<file path="config.mk">
export PLATFORM = sky130hd
export DESIGN_NAME = dcache_write_responder
export DESIGN_NICKNAME = d
export VERILOG_FILES = /design/src/rtl/dcache_bus_pkg.sv /design/src/rtl/wr_buffer_fifo.sv /design/src/rtl/dcache_write_responder.sv
export SDC_FILE = /design/constraint.sdc
export NUM_CORES = 1
export LEC_CHECK = 0
export CORE_ASPECT_RATIO = 0.75
export CORE_MARGIN = 5
export CORE_UTILIZATION = 45
export CTS_BUF_LIST = sky130_fd_sc_hd__clkbuf_2
export CTS_CLUSTER_SIZE = 24
export DETAILED_ROUTE_END_ITERATION = 8
export PLACE_DENSITY_LB_ADDON = 0.15
export SYNTH_ARGS = -nofsm -noshare
export SYNTH_HDL_FRONTEND = slang
export SYNTH_SLANG_ARGS = --single-unit
</file>
<file path="constraint.sdc">
create_clock -name clk -period 10.9 [get_ports clk]
set_input_delay 1.09 -clock clk [delete_from_list [all_inputs] [get_ports clk]]
set_output_delay 1.09 -clock clk [all_outputs]
set_load 0.1 [all_outputs]
</file>
<file path="src/rtl/dcache_bus_pkg.sv">
// Shared definitions for the core-to-D-cache bus.
// Tag layout (13 bits): {type[12:11], space[10:9], kind[8:7], 7'b0}.
// Also holds the drain-FSM state encoding used by the write responder.
package dcache_bus_pkg;

  localparam int TAG_W         = 13;
  localparam int TAG_TYPE_MSB  = 12;
  localparam int TAG_TYPE_LSB  = 11;
  localparam int TAG_SPACE_MSB = 10;
  localparam int TAG_SPACE_LSB = 9;
  localparam int TAG_KIND_MSB  = 8;
  localparam int TAG_KIND_LSB  = 7;

  typedef enum logic [1:0] {
    REQ_READ  = 2'b00,
    REQ_WRITE = 2'b01
  } req_type_t;

  typedef enum logic [1:0] {
    MEMORY = 2'b00,
    IO     = 2'b01
  } req_space_t;

  typedef enum logic [1:0] {
    DATA  = 2'b00,
    INSTR = 2'b01
  } req_kind_t;

  typedef enum logic [1:0] {
    DRAIN_IDLE  = 2'b00,
    DRAIN_ISSUE = 2'b01,
    DRAIN_WAIT  = 2'b10,
    DRAIN_ACK   = 2'b11
  } drain_state_t;

  // Extract the request type field from a tag.
  function automatic req_type_t tag_type(input logic [TAG_W-1:0] tag);
    return req_type_t'(tag[TAG_TYPE_MSB:TAG_TYPE_LSB]);
  endfunction

  // Assemble a tag from its fields; the low 7 bits are always zero.
  function automatic logic [TAG_W-1:0] make_tag(input req_type_t  t,
                                                input req_space_t s,
                                                input req_kind_t  k);
    return {t, s, k, 7'b000_0000};
  endfunction

endpackage

</file>
<file path="src/rtl/wr_buffer_fifo.sv">
// In-order write buffer: circular FIFO of DEPTH entries of WIDTH bits.
// Ports:
//   clk, reset      - clock, synchronous active-high reset
//   push_i/push_data_i - write an entry at the tail (ignored when full)
//   pop_i           - retire the head entry (ignored when empty)
//   head_data_o     - entry at the head
//   full_o/empty_o  - occupancy flags (registered count based)
//   count_o         - occupied entries
//   count_next_o    - occupancy after the current edge
// DEPTH must be a power of two so the pointers wrap naturally.
module wr_buffer_fifo #(
  parameter int WIDTH = 128,
  parameter int DEPTH = 4
) (
  input  logic                     clk,
  input  logic                     reset,
  input  logic                     push_i,
  input  logic [WIDTH-1:0]         push_data_i,
  input  logic                     pop_i,
  output logic [WIDTH-1:0]         head_data_o,
  output logic                     full_o,
  output logic                     empty_o,
  output logic [$clog2(DEPTH):0]   count_o,
  output logic [$clog2(DEPTH):0]   count_next_o
);

  localparam int PTR_W = $clog2(DEPTH);
  localparam int CNT_W = $clog2(DEPTH) + 1;

  logic [WIDTH-1:0] mem_q [DEPTH];
  logic [PTR_W-1:0] head_q, head_d;
  logic [PTR_W-1:0] tail_q, tail_d;
  logic [CNT_W-1:0] count_q, count_d;
  logic             do_push_s;
  logic             do_pop_s;

  assign full_o       = (count_q == CNT_W'(DEPTH));
  assign empty_o      = (count_q == {CNT_W{1'b0}});
  assign do_push_s    = push_i && !full_o;
  assign do_pop_s     = pop_i && !empty_o;
  assign head_data_o  = mem_q[head_q];
  assign count_o      = count_q;
  assign count_next_o = count_d;

  // Next pointer and occupancy values.
  always_comb begin
    head_d  = head_q;
    tail_d  = tail_q;
    count_d = count_q;
    if (do_push_s) begin
      tail_d = tail_q + 1'b1;
    end else begin
      tail_d = tail_q;
    end
    if (do_pop_s) begin
      head_d = head_q + 1'b1;
    end else begin
      head_d = head_q;
    end
    case ({do_push_s, do_pop_s})
      2'b10:   count_d = count_q + 1'b1;
      2'b01:   count_d = count_q - 1'b1;
      default: count_d = count_q;
    endcase
  end

  // Pointer and count registers.
  always_ff @(posedge clk) begin
    if (reset) begin
      head_q  <= {PTR_W{1'b0}};
      tail_q  <= {PTR_W{1'b0}};
      count_q <= {CNT_W{1'b0}};
    end else begin
      head_q  <= head_d;
      tail_q  <= tail_d;
      count_q <= count_d;
    end
  end

  // Entry storage; contents are don't-care until written.
  always_ff @(posedge clk) begin
    if (do_push_s) begin
      mem_q[tail_q] <= push_data_i;
    end
  end

endmodule

</file>
<file path="src/rtl/dcache_write_responder.sv">
// Cache-side responder for core write requests.
// Accepts WRITE requests into an in-order buffer (reqack one cycle after
// reqcyc), drains each entry to the memory write port and pulses writeack
// once per committed write.
// Ports:
//   clk, reset                  - clock, synchronous active-high reset
//   core_reqcyc/req/reqdata/reqtag - core request (only WRITE type accepted)
//   core_reqack                 - 1-cycle accept pulse
//   core_writeack               - 1-cycle pulse per committed write, in order
//   mem_wr_valid/addr/data      - memory write request, held until ready
//   mem_wr_ready, mem_wr_done   - memory handshake / completion
//   pending_count               - occupied buffer entries
//   busy                        - entries pending or drain in progress
module dcache_write_responder
  import dcache_bus_pkg::*;
#(
  parameter int ADDR_W = 64,
  parameter int DATA_W = 64,
  parameter int TAG_W  = dcache_bus_pkg::TAG_W,
  parameter int DEPTH  = 4
) (
  input  logic                   clk,
  input  logic                   reset,
  input  logic                   core_reqcyc,
  input  logic [ADDR_W-1:0]      core_req,
  input  logic [DATA_W-1:0]      core_reqdata,
  input  logic [TAG_W-1:0]       core_reqtag,
  output logic                   core_reqack,
  output logic                   core_writeack,
  output logic                   mem_wr_valid,
  output logic [ADDR_W-1:0]      mem_wr_addr,
  output logic [DATA_W-1:0]      mem_wr_data,
  input  logic                   mem_wr_ready,
  input  logic                   mem_wr_done,
  output logic [$clog2(DEPTH):0] pending_count,
  output logic                   busy
);

  localparam int ENTRY_W = ADDR_W + DATA_W;
  localparam int CNT_W   = $clog2(DEPTH) + 1;

  drain_state_t        state_q, state_d;
  logic                core_reqack_q;
  logic                core_writeack_q;
  logic                mem_wr_valid_q;
  logic [ADDR_W-1:0]   mem_wr_addr_q;
  logic [DATA_W-1:0]   mem_wr_data_q;
  logic                busy_q;

  logic                accept_s;
  logic                pop_s;
  logic                fifo_full_s;
  logic                fifo_empty_s;
  logic [ENTRY_W-1:0]  head_s;
  logic [CNT_W-1:0]    fifo_count_s;
  logic [CNT_W-1:0]    fifo_count_next_s;

  // The reqack term stops the still-high reqcyc of the request just
  // acknowledged from being accepted a second time. Full is the pre-pop
  // value, so nothing is pushed in a cycle that starts full.
  assign accept_s = core_reqcyc && (tag_type(core_reqtag) == REQ_WRITE) &&
                    !fifo_full_s && !core_reqack_q;
  assign pop_s    = (state_q == DRAIN_ACK);

  wr_buffer_fifo #(
    .WIDTH (ENTRY_W),
    .DEPTH (DEPTH)
  ) u_fifo (
    .clk          (clk),
    .reset        (reset),
    .push_i       (accept_s),
    .push_data_i  ({core_req, core_reqdata}),
    .pop_i        (pop_s),
    .head_data_o  (head_s),
    .full_o       (fifo_full_s),
    .empty_o      (fifo_empty_s),
    .count_o      (fifo_count_s),
    .count_next_o (fifo_count_next_s)
  );

  // Drain FSM next-state logic.
  always_comb begin
    state_d = state_q;
    case (state_q)
      DRAIN_IDLE: begin
        if (!fifo_empty_s) begin
          state_d = DRAIN_ISSUE;
        end else begin
          state_d = DRAIN_IDLE;
        end
      end
      DRAIN_ISSUE: begin
        // Ready and done together skip the wait state entirely.
        if (mem_wr_ready && mem_wr_done) begin
          state_d = DRAIN_ACK;
        end else if (mem_wr_ready) begin
          state_d = DRAIN_WAIT;
        end else begin
          state_d = DRAIN_ISSUE;
        end
      end
      DRAIN_WAIT: begin
        if (mem_wr_done) begin
          state_d = DRAIN_ACK;
        end else begin
          state_d = DRAIN_WAIT;
        end
      end
      DRAIN_ACK: state_d = DRAIN_IDLE;
      default:   state_d = DRAIN_IDLE;
    endcase
  end

  // Drain state register.
  always_ff @(posedge clk) begin
    if (reset) begin
      state_q <= DRAIN_IDLE;
    end else begin
      state_q <= state_d;
    end
  end

  // Output registers, decoded from next state so they line up with it.
  // The head entry cannot change while in ISSUE (pops happen only in ACK),
  // so addr/data stay stable under back-pressure.
  always_ff @(posedge clk) begin
    if (reset) begin
      core_reqack_q   <= 1'b0;
      core_writeack_q <= 1'b0;
      mem_wr_valid_q  <= 1'b0;
      mem_wr_addr_q   <= {ADDR_W{1'b0}};
      mem_wr_data_q   <= {DATA_W{1'b0}};
      busy_q          <= 1'b0;
    end else begin
      core_reqack_q   <= accept_s;
      core_writeack_q <= (state_d == DRAIN_ACK);
      mem_wr_valid_q  <= (state_d == DRAIN_ISSUE);
      if (state_d == DRAIN_ISSUE) begin
        mem_wr_addr_q <= head_s[ENTRY_W-1 -: ADDR_W];
        mem_wr_data_q <= head_s[DATA_W-1:0];
      end else begin
        mem_wr_addr_q <= {ADDR_W{1'b0}};
        mem_wr_data_q <= {DATA_W{1'b0}};
      end
      busy_q <= (fifo_count_next_s != {CNT_W{1'b0}}) || (state_d != DRAIN_IDLE);
    end
  end

  assign core_reqack   = core_reqack_q;
  assign core_writeack = core_writeack_q;
  assign mem_wr_valid  = mem_wr_valid_q;
  assign mem_wr_addr   = mem_wr_addr_q;
  assign mem_wr_data   = mem_wr_data_q;
  assign pending_count = fifo_count_s;
  assign busy          = busy_q;

endmodule

</file>
==> impl_summary.log, run 1 <==
INFO  metric critical-path-max-stage-delay = 1180 ps
INFO  metric fin_worst_hold_slack = 577 ps
INFO  metric cts_sinks = 653
INFO  metric max_clock_freq = 263 MHz
INFO  metric vias_per_cell = 4.85
INFO  metric launching_point_of_the_worst_reg2reg_path = u_fifo.head_q[0]
INFO  metric critPathBufInv = 1
INFO  metric critPathTopFamily = buffers and inverters
INFO  metric reg2reg_slack = 7790 ps
INFO  metric tritoncts = built
INFO  metric synth_area_leaders = edfxtp_1 68%, mux4_2 13%, dfxtp_1 13%, nor2b_1 3.7%, buf_6 0.55%
INFO  metric detail_route.first_pass.iterations = 4
INFO  metric crit_path_max_fanout = 5
INFO  metric use_met3 = 6.24%
INFO  metric pin_count_of_the_biggest_net_entering_global_routing = 74
INFO  metric cts.hold.buffers_added = 0
INFO  metric r2r.worst_path.cells = 4
INFO  metric fillers = 3,922
INFO  metric instances_no_fill = 2,196
INFO  metric antenna_left = 0
INFO  metric synth.cell_area = 22,500 µm²
INFO  metric irDropWorstVdd = 0.105 mV
INFO  metric cp-end-kind = primary output
INFO  metric crit_path_slowest_cell = clkdlybuf4s50_1
INFO  metric synth_cell_types = 28
INFO  metric core-area = 49,800 µm²
INFO  metric die_width = 268 µm
INFO  metric clk-insertion-delay-late = 1100 ps
INFO  metric placement.cell_area = 25,900 µm²
INFO  metric finalSetupViolCount = 0
INFO  metric timing.critical_path.from_type = flop
INFO  metric antenna_found_initial = 6
INFO  metric critical_path_arrival = 2710 ps
INFO  metric drt_drc_violations_left = 0
INFO  metric worstSetupPathType = reg2out
INFO  metric slew_headroom = 25.5%
INFO  metric mostFrequentLayoutCells = 512 x edfxtp_1, 269 x clkdlybuf4s50_1, 246 x clkbuf_2, 139 x dfxtp_1, 132 x nor2b_1
INFO  metric crit_required = 9810 ps
INFO  metric worst_setup_path_endpoint = pending_count[0]
INFO  metric power_density = 180 nW/µm²
INFO  metric vias = 10,600
INFO  metric synth.avg_cell_area = 22.3 µm²
INFO  metric leakagePower = 9.02 nW
INFO  metric routed_wl = 43,600 µm
INFO  metric cell_row_count = 71
INFO  metric final_net_count = 1,557
INFO  metric areaGrowthSynthToFinish = 21.6%
INFO  metric ys_seq_elements = 653
INFO  metric synthDominantCellAreaShare = 68.3%
INFO  metric place.detailed.hpwl = 24,000 µm
INFO  metric synth_nets = 1,160
INFO  metric final_period_utilization = 34.9%
INFO  metric timing.critical_path.cells = clkdlybuf4s50_1
INFO  metric die-height = 204 µm
INFO  metric total_design_power = 4.92 mW
INFO  metric clk_pin_slew = 100 ps
INFO  metric floorplan.die_area = 54,700 µm²
INFO  metric post-cts-setup-buffers = 0
INFO  metric synth.yosys.warnings = 0
INFO  metric dp_cells = 1,905
INFO  metric initial_core_util = 45.2%
INFO  metric drt_iter0_drc = 586
INFO  metric drv_slew = 0
INFO  metric skew = 70.7 ps
INFO  metric port_buffers = 269
INFO  metric synth_top_cell_by_area = edfxtp_1
INFO  metric globalRouteTotalUtil = 16.1%
INFO  metric clockRootBuffer = clkbuf_2
INFO  metric num_io_pins = 281
INFO  metric rsz_0062_raised_after_global_routing = no
INFO  metric regToRegEndpoint = mem_wr_addr[12]
INFO  metric wl_per_cell = 19.8 µm
INFO  metric grt.busiest_layer = met2
INFO  metric congestion_overflow_gr = 0
INFO  metric worstHoldStart = u_fifo.tail_q[1]
INFO  metric synth-seq-area-share = 80.8%
INFO  metric grt_use_met1 = 20.2%
INFO  metric timing.max_cap.violations = 0
INFO  metric outcome = finished clean
INFO  metric grt_pass1_vias = 11,600
INFO  metric hold_path.class = reg2reg
INFO  metric finished_cell_area = 27,400 µm²
INFO  metric first_pass_grt_wire_length = 66,200 µm
INFO  metric cts-root-to-sink-buffers = 3
INFO  metric grt.met2_usage = 26.1%
INFO  metric timing_hold_violations_final = 0
INFO  metric final.setup.tns = 0 ps
INFO  metric netlist_instances = 1,008
INFO  metric tightestPinTransition = 1110 ps
INFO  metric layout_min_cycle_time = 3800 ps
INFO  metric cts_resized = 0
INFO  metric place.gp.congestion = 0.706
INFO  metric instance_count_on_the_critical_path = 1
INFO  metric most_frequent_standard_cell_in_the_layout_excluding_fill_and_tap_cells = edfxtp_1
INFO  metric setup.worst_path.start = u_fifo.count_o[0]
INFO  metric h-tree-depth = 4
INFO  metric cts_made_buffers = 155
INFO  metric layout-drive-gt1-share = 26.8%
==> worst min-delay path by stage <==
stage | endpoint | cells after the start | slack [ps]
6_report | u_fifo.tail_q[1] | 2 | 580
3_3_place_gp | u_fifo.tail_q[1] | 2 | 550
2_1_floorplan | u_fifo.tail_q[1] | 2 | 510
4_1_cts | u_fifo.mem_q[3][111] | 1 | 410
3_5_place_dp | u_fifo.tail_q[1] | 2 | 560
5_1_grt | u_fifo.mem_q[2][36] | 1 | 420
==> flip-flops by register name (all words and copies together), names as in the netlist, 2 cells and up <==
signal / cells
u_fifo.mem_q: 512
mem_wr_data: 64
state_q: 2
u_fifo.count_o: 3
u_fifo.tail_q: 2
u_fifo.head_q: 2
mem_wr_addr: 64
==> cell type report <==
type / count / area [µm²] / area share, %
flip-flops and latches: 653 / 18200 / 66.5
diodes: 3 / 7.51 / 0.0274
clock inverters: 42 / 251 / 0.918
multi-input cells: 302 / 4030 / 14.7
inverters: 9 / 33.8 / 0.123
repair buffers: 284 / 2810 / 10.2
well taps: 657 / 822 / 3.00
clock buffers: 246 / 1230 / 4.50
==> synth_stat cells (all sizes together) <==
| cell | instances |
|---|---|
| edfxtp | 512 |
| dfxtp | 141 |
| nor2b | 132 |
| mux4 | 128 |
| buf | 28 |
| clkbuf | 16 |
| nor2 | 10 |
| inv | 9 |
| ha | 5 |
| and2 | 4 |
| xnor2 | 3 |
| xor2 | 3 |
| mux2i | 2 |
| nand4 | 2 |
| or3 | 2 |
| a21o | 1 |
| a21oi | 1 |
| a31oi | 1 |
| and3 | 1 |
| fa | 1 |
| mux2 | 1 |
| nand3 | 1 |
| nand4bb | 1 |
| nor3 | 1 |
| o211ai | 1 |
| o21ai | 1 |
==> cells by family after synthesis <==
kind of cell | Yosys count | synth area share (%)
XOR/XNOR | 6 | 0.233
AO/OA/AOI/OAI | 5 | 0.139
buffers and inverters | 53 | 1.37
AND/OR/NAND/NOR | 154 | 4.18
flip-flops | 653 | 80.8
multiplexers | 131 | 12.9
adder cells (fa/ha/maj) | 6 | 0.367
==> tightest hold or removal path, delay by kind of cell (launching register included) <==
family           cells  cell delay (ps)
and+or+nand+nor      1               50
DFF                  1              350
muxes                1              130
==> routing by layer <==
layer | part of all wire (%) | up-vias
met5 | 0.14 | -
met4 | 1.6 | 10
met3 | 7.5 | 72
met2 | 49 | 302
met1 | 41 | 5366
li1 | - | 4897
==> per-stage QoR <==
| stage | utilization [%] | worst slack (ps) |
|---|---|---|
| 3_3_place_gp | 52.0 | 6710 |
| 2_1_floorplan | - | 5730 |
| 5_1_grt | 54.9 | 6860 |
| 3_5_place_dp | 52.0 | 6630 |
| 6_report | 55.0 | 7100 |
| 4_1_cts | 54.9 | 6900 |
==> where the power goes <==
group,switching [mW],internal (mW)
registers,0.0230,2.74
clock network,0.920,0.668
logic,0.420,0.146
total,1.36,3.56
Power figures use the tool's default switching activity.
==> run 2, diff against run 1 <==
==> constraint.sdc (replaced) <==
create_clock -name clk -period 3.4 [get_ports clk]
set_input_delay 0.34 -clock clk [delete_from_list [all_inputs] [get_ports clk]]
set_output_delay 0.34 -clock clk [all_outputs]
set_load 0.1 [all_outputs]
==> run 2 against run 1 <==
Against the previous run: highest routed layer unchanged; utilization up 3.3 points; largest cell class unchanged; global-route usage up 0.19 points; sequential power rose to 3.2 times the previous value; worst setup slack worse by 6700 ps; via count up 5.8%; count of clock-buffer cells in the layout down 7; cell count up 6.2%.
==> impl_summary.log, run 2 (synthesized netlist as in run 1, its figures left out) <==
INFO  metric critPathBufInv = 1 (unchanged)
INFO  metric cp-end-kind = primary output (unchanged)
INFO  metric antenna_found_initial = 4 (was 6)
INFO  metric die-height = 204 µm (unchanged)
INFO  metric post-cts-setup-buffers = 0 (unchanged)
INFO  metric final_period_utilization = 88.3%
INFO  metric preCtsSetupSlack = 625 ps (was 6630 ps)
INFO  metric cts_made_buffers = 154 (was 155)
INFO  metric tritoncts = built (unchanged)
INFO  metric worst_slack = 397 ps (was 7100 ps)
INFO  metric timing_hold_violations_final = 0 (unchanged)
INFO  metric detail_route.first_pass.iterations = 4 (unchanged)
INFO  metric critPathTopFamily = buffers and inverters (unchanged)
INFO  metric wl_per_cell = 18.9 µm (was 19.8 µm)
INFO  metric final_net_count = 1,698 (was 1,557)
INFO  metric layout-drive-gt1-share = 24.7% (was 26.8%)
INFO  metric place.detailed.hpwl = 24,600 µm (was 24,000 µm)
INFO  metric globalRouteTotalUtil = 16.3% (was 16.1%)
INFO  metric rsz_0062_raised_after_global_routing = no (unchanged)
INFO  metric vias = 11,300 (was 10,600)
INFO  metric timing.critical_path.cells = clkdlybuf4s50_1 (unchanged)
INFO  metric largest_register_ffs = 512 (unchanged)
INFO  metric h-tree-depth = 4 (unchanged)
INFO  metric clk-insertion-delay-late = 1110 ps (was 1100 ps)
INFO  metric port_buffers = 269 (unchanged)
INFO  metric max_clock_freq = 333 MHz
INFO  metric routed_wl = 44,200 µm (was 43,600 µm)
INFO  metric power_density = 556 nW/µm² (was 180 nW/µm²)
INFO  metric place.gp.congestion = 0.698 (was 0.706)
INFO  metric cts_sinks = 653 (unchanged)
INFO  metric clockRootBuffer = clkbuf_2 (unchanged)
INFO  metric antenna_left = 0 (unchanged)
INFO  metric tightestPinTransition = 1120 ps (was 1110 ps)
INFO  metric leakagePower = 9.67 nW (was 9.02 nW)
INFO  metric first_pass_grt_wire_length = 68,400 µm (was 66,200 µm)
INFO  metric die_width = 268 µm (unchanged)
INFO  metric layout_min_cycle_time = 3000 ps
INFO  metric crit_path_slowest_cell = clkdlybuf4s50_1 (unchanged)
INFO  metric timing.max_cap.violations = 0 (unchanged)
INFO  metric placement.cell_area = 26,200 µm² (was 25,900 µm²)
INFO  metric finalSetupViolCount = 0 (unchanged)
INFO  metric registers.top_by_ff_count = u_fifo.mem_q (unchanged)
INFO  metric skew = 57.4 ps (was 70.7 ps)
INFO  metric initial_core_util = 45.2% (unchanged)
INFO  metric cts_resized = 0 (unchanged)
INFO  metric crit_path_max_fanout = 5 (unchanged)
INFO  metric areaGrowthSynthToFinish = 28.9% (was 21.6%)
INFO  metric congestion_overflow_gr = 0 (unchanged)
INFO  metric timing.critical_path.from_type = flop (unchanged)
INFO  metric cts-root-to-sink-buffers = 3 (unchanged)
INFO  metric hold_path.class = in2reg (was reg2reg)
INFO  metric critical_path_arrival = 2660 ps (was 2710 ps)
INFO  metric outcome = finished clean (unchanged)
INFO  metric drv_slew = 0 (unchanged)
INFO  metric floorplan.die_area = 54,700 µm² (unchanged)
INFO  metric vias_per_cell = 4.83 (was 4.85)
INFO  metric crit_required = 3060 ps (was 9810 ps)
INFO  metric most_frequent_standard_cell_in_the_layout_excluding_fill_and_tap_cells = edfxtp_1 (unchanged)
INFO  metric drt_iter0_drc = 500 (was 586)
INFO  metric critical-path-max-stage-delay = 1170 ps (was 1180 ps)
INFO  metric pin_count_of_the_biggest_net_entering_global_routing = 81 (was 74)
INFO  metric grt_pass1_vias = 12,600 (was 11,600)
INFO  metric worstSetupPathType = reg2out (unchanged)
INFO  metric drt_drc_violations_left = 0 (unchanged)
INFO  metric clk_pin_slew = 120 ps (was 100 ps)
INFO  metric cts.hold.buffers_added = 133 (was 0)
INFO  metric fin_worst_hold_slack = 398 ps (was 577 ps)
INFO  metric core-area = 49,800 µm² (unchanged)
INFO  metric total_design_power = 16.2 mW (was 4.92 mW)
INFO  metric finished_cell_area = 29,000 µm² (was 27,400 µm²)
INFO  metric cell_row_count = 71 (unchanged)
INFO  metric num_io_pins = 281 (unchanged)
INFO  metric irDropWorstVdd = 0.312 mV (was 0.105 mV)
INFO  metric slew_headroom = 25.4% (was 25.5%)
INFO  metric mostFrequentLayoutCells = 512 x edfxtp_1, 269 x clkdlybuf4s50_1, 239 x clkbuf_2, 139 x dfxtp_1, 133 x dlygate4sd3_1 (was 512 x edfxtp_1, 269 x clkdlybuf4s50_1, 246 x clkbuf_2, 139 x dfxtp_1, 132 x nor2b_1)
[run 2: power by group]
| group | switching, mW | internal, mW | total, mW | leakage [nW] |
|---|---|---|---|---|
| combinational | 1.38 | 0.579 | 1.96 | 2.74 |
| sequential | 0.0700 | 8.80 | 8.87 | 5.77 |
| clock | 2.99 | 2.33 | 5.32 | 1.15 |
| total | 4.45 | 11.7 | 16.2 | 9.67 |
[run 2: path summary, 6_finish.rpt]
check,start,to,slack (ps),depth (start not counted)
worst min-delay path,core_req[16],u_fifo.mem_q[0][80],400,2
worst min register to register,u_fifo.tail_q[1],u_fifo.tail_q[1],580,2
worst max-delay path,u_fifo.count_o[0],pending_count[0],400,1
worst max register to register,core_reqack,busy,500,12
[run 2: layer usage]
layer | vias to the layer above | track usage, % | part of all wire [%]
li1 | 5173 | - | -
met1 | 5765 | 19.8 | 41
met2 | 265 | 27.5 | 52
met3 | 53 | 6.09 | 6.5
met4 | 4 | 4.75 | 1.1
met5 | - | 0 | 0.048
[run 2: layout make-up]
class	count	area, µm²
multi-input combinational	302	4030
clock inverter	45	359
timing repair buffer	426	4390
inverter	9	33.8
fill	3789	20800
clock buffer	239	1200
tap	657	822
antenna	2	5.00
sequential	653	18200
[run 2: stage by stage]
stage               TNS, ps  instances  util, %
floorplan           -191060       1008        -
global placement          0       1914     52.5
detailed placement        0       1914     52.5
CTS                       0       2331     58.3
global route              0       2333     58.3
finish                    0       2333     58.3
==> run 3, diff against run 2 <==
--- a/config.mk
+++ b/config.mk
@@ -7,11 +7,12 @@
 export LEC_CHECK = 0
 export CORE_ASPECT_RATIO = 0.75
 export CORE_MARGIN = 5
-export CORE_UTILIZATION = 45
+export CORE_UTILIZATION = 25
 export CTS_BUF_LIST = sky130_fd_sc_hd__clkbuf_2
 export CTS_CLUSTER_SIZE = 24
 export DETAILED_ROUTE_END_ITERATION = 8
 export PLACE_DENSITY_LB_ADDON = 0.15
+export SLEW_MARGIN = 20
 export SYNTH_ARGS = -nofsm -noshare
 export SYNTH_HDL_FRONTEND = slang
 export SYNTH_SLANG_ARGS = --single-unit
==> run 3 against run 2 <==
Against the previous run: die area rose by 76%; via count rose by 5.6%; worst setup slack got worse by 63 ps; combinational power rose by 5%; worst hold slack got worse by 83 ps; sequential power barely moved; final area rose by 6.0%; sequential cell count did not move; cell count rose by 30%; fmax fell by 2.1%.
==> impl_summary.log, run 3 (synthesized netlist as in run 1, its figures left out) <==
INFO  metric die-height = 270 µm (was 204 µm)
INFO  metric clk_pin_slew = 110 ps (was 120 ps)
INFO  metric final_net_count = 1,824 (was 1,698)
INFO  metric layout-drive-gt1-share = 24.2% (was 24.7%)
INFO  metric post-cts-setup-buffers = 0 (unchanged)
INFO  metric vias = 11,900 (was 11,300)
INFO  metric skew = 88.7 ps (was 57.4 ps)
INFO  metric clockRootBuffer = clkbuf_2 (unchanged)
INFO  metric dp_cells = 2,473 (was 1,914)
INFO  metric layout.core_utilization = 34.4% (was 58.3%)
INFO  metric antenna_found_initial = 10 (was 4)
INFO  metric routed_wl = 54,200 µm (was 44,200 µm)
INFO  metric leakagePower = 10.6 nW (was 9.67 nW)
INFO  metric num_io_pins = 281 (unchanged)
INFO  metric final_period_utilization = 90.2% (was 88.3%)
INFO  metric h-tree-depth = 4 (unchanged)
INFO  metric registers.top_by_ff_count = u_fifo.mem_q (unchanged)
INFO  metric placement.cell_area = 26,900 µm² (was 26,200 µm²)
INFO  metric most_frequent_standard_cell_in_the_layout_excluding_fill_and_tap_cells = edfxtp_1 (unchanged)
INFO  metric critPathTopFamily = buffers and inverters (unchanged)
INFO  metric initial_core_util = 25.2% (was 45.2%)
INFO  metric cp-end-kind = primary output (unchanged)
INFO  metric first_pass_grt_wire_length = 81,000 µm (was 68,400 µm)
INFO  metric layout_min_cycle_time = 3070 ps (was 3000 ps)
INFO  metric rsz_0062_raised_after_global_routing = no (unchanged)
INFO  metric drt_drc_violations_left = 0 (unchanged)
INFO  metric crit_path_max_fanout = 1 (was 5)
INFO  metric instances_no_fill = 3,028 (was 2,333)
INFO  metric crit_required = 3060 ps (about the same)
INFO  metric congestion_overflow_gr = 0 (unchanged)
INFO  metric cts_sinks = 653 (unchanged)
INFO  metric pin_count_of_the_biggest_net_entering_global_routing = 68 (was 81)
INFO  metric critPathBufInv = 1 (unchanged)
INFO  metric timing_hold_violations_final = 0 (unchanged)
INFO  metric wl_per_cell = 17.9 µm (was 18.9 µm)
INFO  metric preCtsSetupSlack = 494 ps (was 625 ps)
INFO  metric die_width = 357 µm (was 268 µm)
INFO  metric port_buffers = 269 (unchanged)
INFO  metric irDropWorstVdd = 0.274 mV (was 0.312 mV)
INFO  metric areaGrowthSynthToFinish = 36.6% (was 28.9%)
INFO  metric worst_slack = 334 ps (was 397 ps)
INFO  metric largest_register_ffs = 512 (unchanged)
INFO  metric drv_slew = 0 (unchanged)
INFO  metric finalSetupViolCount = 0 (unchanged)
INFO  metric grt_pass1_vias = 13,400 (was 12,600)
INFO  metric finished_cell_area = 30,800 µm² (was 29,000 µm²)
INFO  metric slew_headroom = 26.9% (was 25.4%)
INFO  metric tightestPinTransition = 1100 ps (was 1120 ps)
INFO  metric floorplan.die_area = 96,300 µm² (was 54,700 µm²)
INFO  metric cell_row_count = 95 (was 71)
INFO  metric crit_path_slowest_cell = clkdlybuf4s50_1 (unchanged)
INFO  metric fin_worst_hold_slack = 315 ps (was 398 ps)
INFO  metric mostFrequentLayoutCells = 512 x edfxtp_1, 256 x clkbuf_2, 244 x dlygate4sd3_1, 175 x clkdlybuf4s50_1, 139 x dfxtp_1 (was 512 x edfxtp_1, 269 x clkdlybuf4s50_1, 239 x clkbuf_2, 139 x dfxtp_1, 133 x dlygate4sd3_1)
INFO  metric detail_route.first_pass.iterations = 4 (unchanged)
INFO  metric final.setup.tns = 0 ps (unchanged)
INFO  metric outcome = finished clean (unchanged)
INFO  metric critical-path-max-stage-delay = 1130 ps (was 1170 ps)
INFO  metric place.gp.congestion = 0.639 (was 0.698)
INFO  metric drt_iter0_drc = 491 (was 500)
INFO  metric globalRouteTotalUtil = 11.3% (was 16.3%)
INFO  metric core-area = 89,500 µm² (was 49,800 µm²)
INFO  metric cts-root-to-sink-buffers = 3 (unchanged)
INFO  metric timing.critical_path.from_type = flop (unchanged)
INFO  metric tritoncts = built (unchanged)
INFO  metric place.detailed.hpwl = 29,300 µm (was 24,600 µm)
INFO  metric fillers = 8,764 (was 3,789)
INFO  metric critical_path_arrival = 2730 ps (was 2660 ps)
INFO  metric total_design_power = 16.2 mW (about the same)
INFO  metric max_clock_freq = 326 MHz (was 333 MHz)
INFO  metric vias_per_cell = 3.93 (was 4.83)
INFO  metric clk-insertion-delay-late = 1290 ps (was 1110 ps)
INFO  metric worstSetupPathType = reg2out (unchanged)
INFO  metric power_density = 527 nW/µm² (was 556 nW/µm²)
INFO  metric timing.max_cap.violations = 0 (unchanged)
INFO  metric antenna_left = 0 (unchanged)
INFO  metric cts_made_buffers = 165 (was 154)
INFO  metric timing.critical_path.cells = clkdlybuf4s50_1 (unchanged)
INFO  metric hold_path.class = in2reg (unchanged)
-- run 3: changes by cell type in the layout (fill, tap and decap cells not counted), sizes merged --
cell / delta
buf: +9
bufinv: -4
clkbuf: +17
clkdlybuf4s50: -94
clkinv: +2
clkinvlp: -1
diode: +12
dlygate4sd2: +89
dlygate4sd3: +111
inv: -1
-- run 3: path summary, 6_finish.rpt --
path	depth (start not counted)	end	from	slack (ps)
min	2	u_fifo.mem_q[0][30]	core_reqdata[30]	320
min reg2reg	2	u_fifo.tail_q[1]	u_fifo.tail_q[1]	570
max reg2reg	12	busy	core_reqack	470
max	1	mem_wr_data[58]	mem_wr_data[58]	330
-- run 3: final cells by class --
cell class,count,area (µm²),share of cell area [%]
Tap cell,1212,1520,4.93
Clock inverter,41,225,0.732
Inverter,9,33.8,0.110
Sequential cell,653,18200,59.2
Multi-Input combinational cell,302,4030,13.1
Timing Repair Buffer,541,5450,17.7
Antenna cell,14,35.0,0.114
Clock buffer,256,1280,4.16
-- run 3: where the power goes --
group	internal, mW	leakage [nW]	total [mW]	switching (mW)
registers	8.80	5.77	8.87	0.0766
clock network	2.14	1.17	5.31	3.17
logic	0.620	3.64	2.05	1.43
total	11.6	10.6	16.2	4.67
-- run 3: what timing repair did --
item / in CTS / in global routing
resized for setup: 89 / 0
hold buffers: 244 / 0
endpoints found under the hold margin: 531 / 0
setup endpoints to repair: 89 / 0
-- run 3: per-layer routing --
metal / track usage (%) / routed length, µm
met2: 18.4 / 26300
met5: 0 / 27
met1: 13.7 / 22800
met4: 4.49 / 1520
met3: 4.09 / 3550
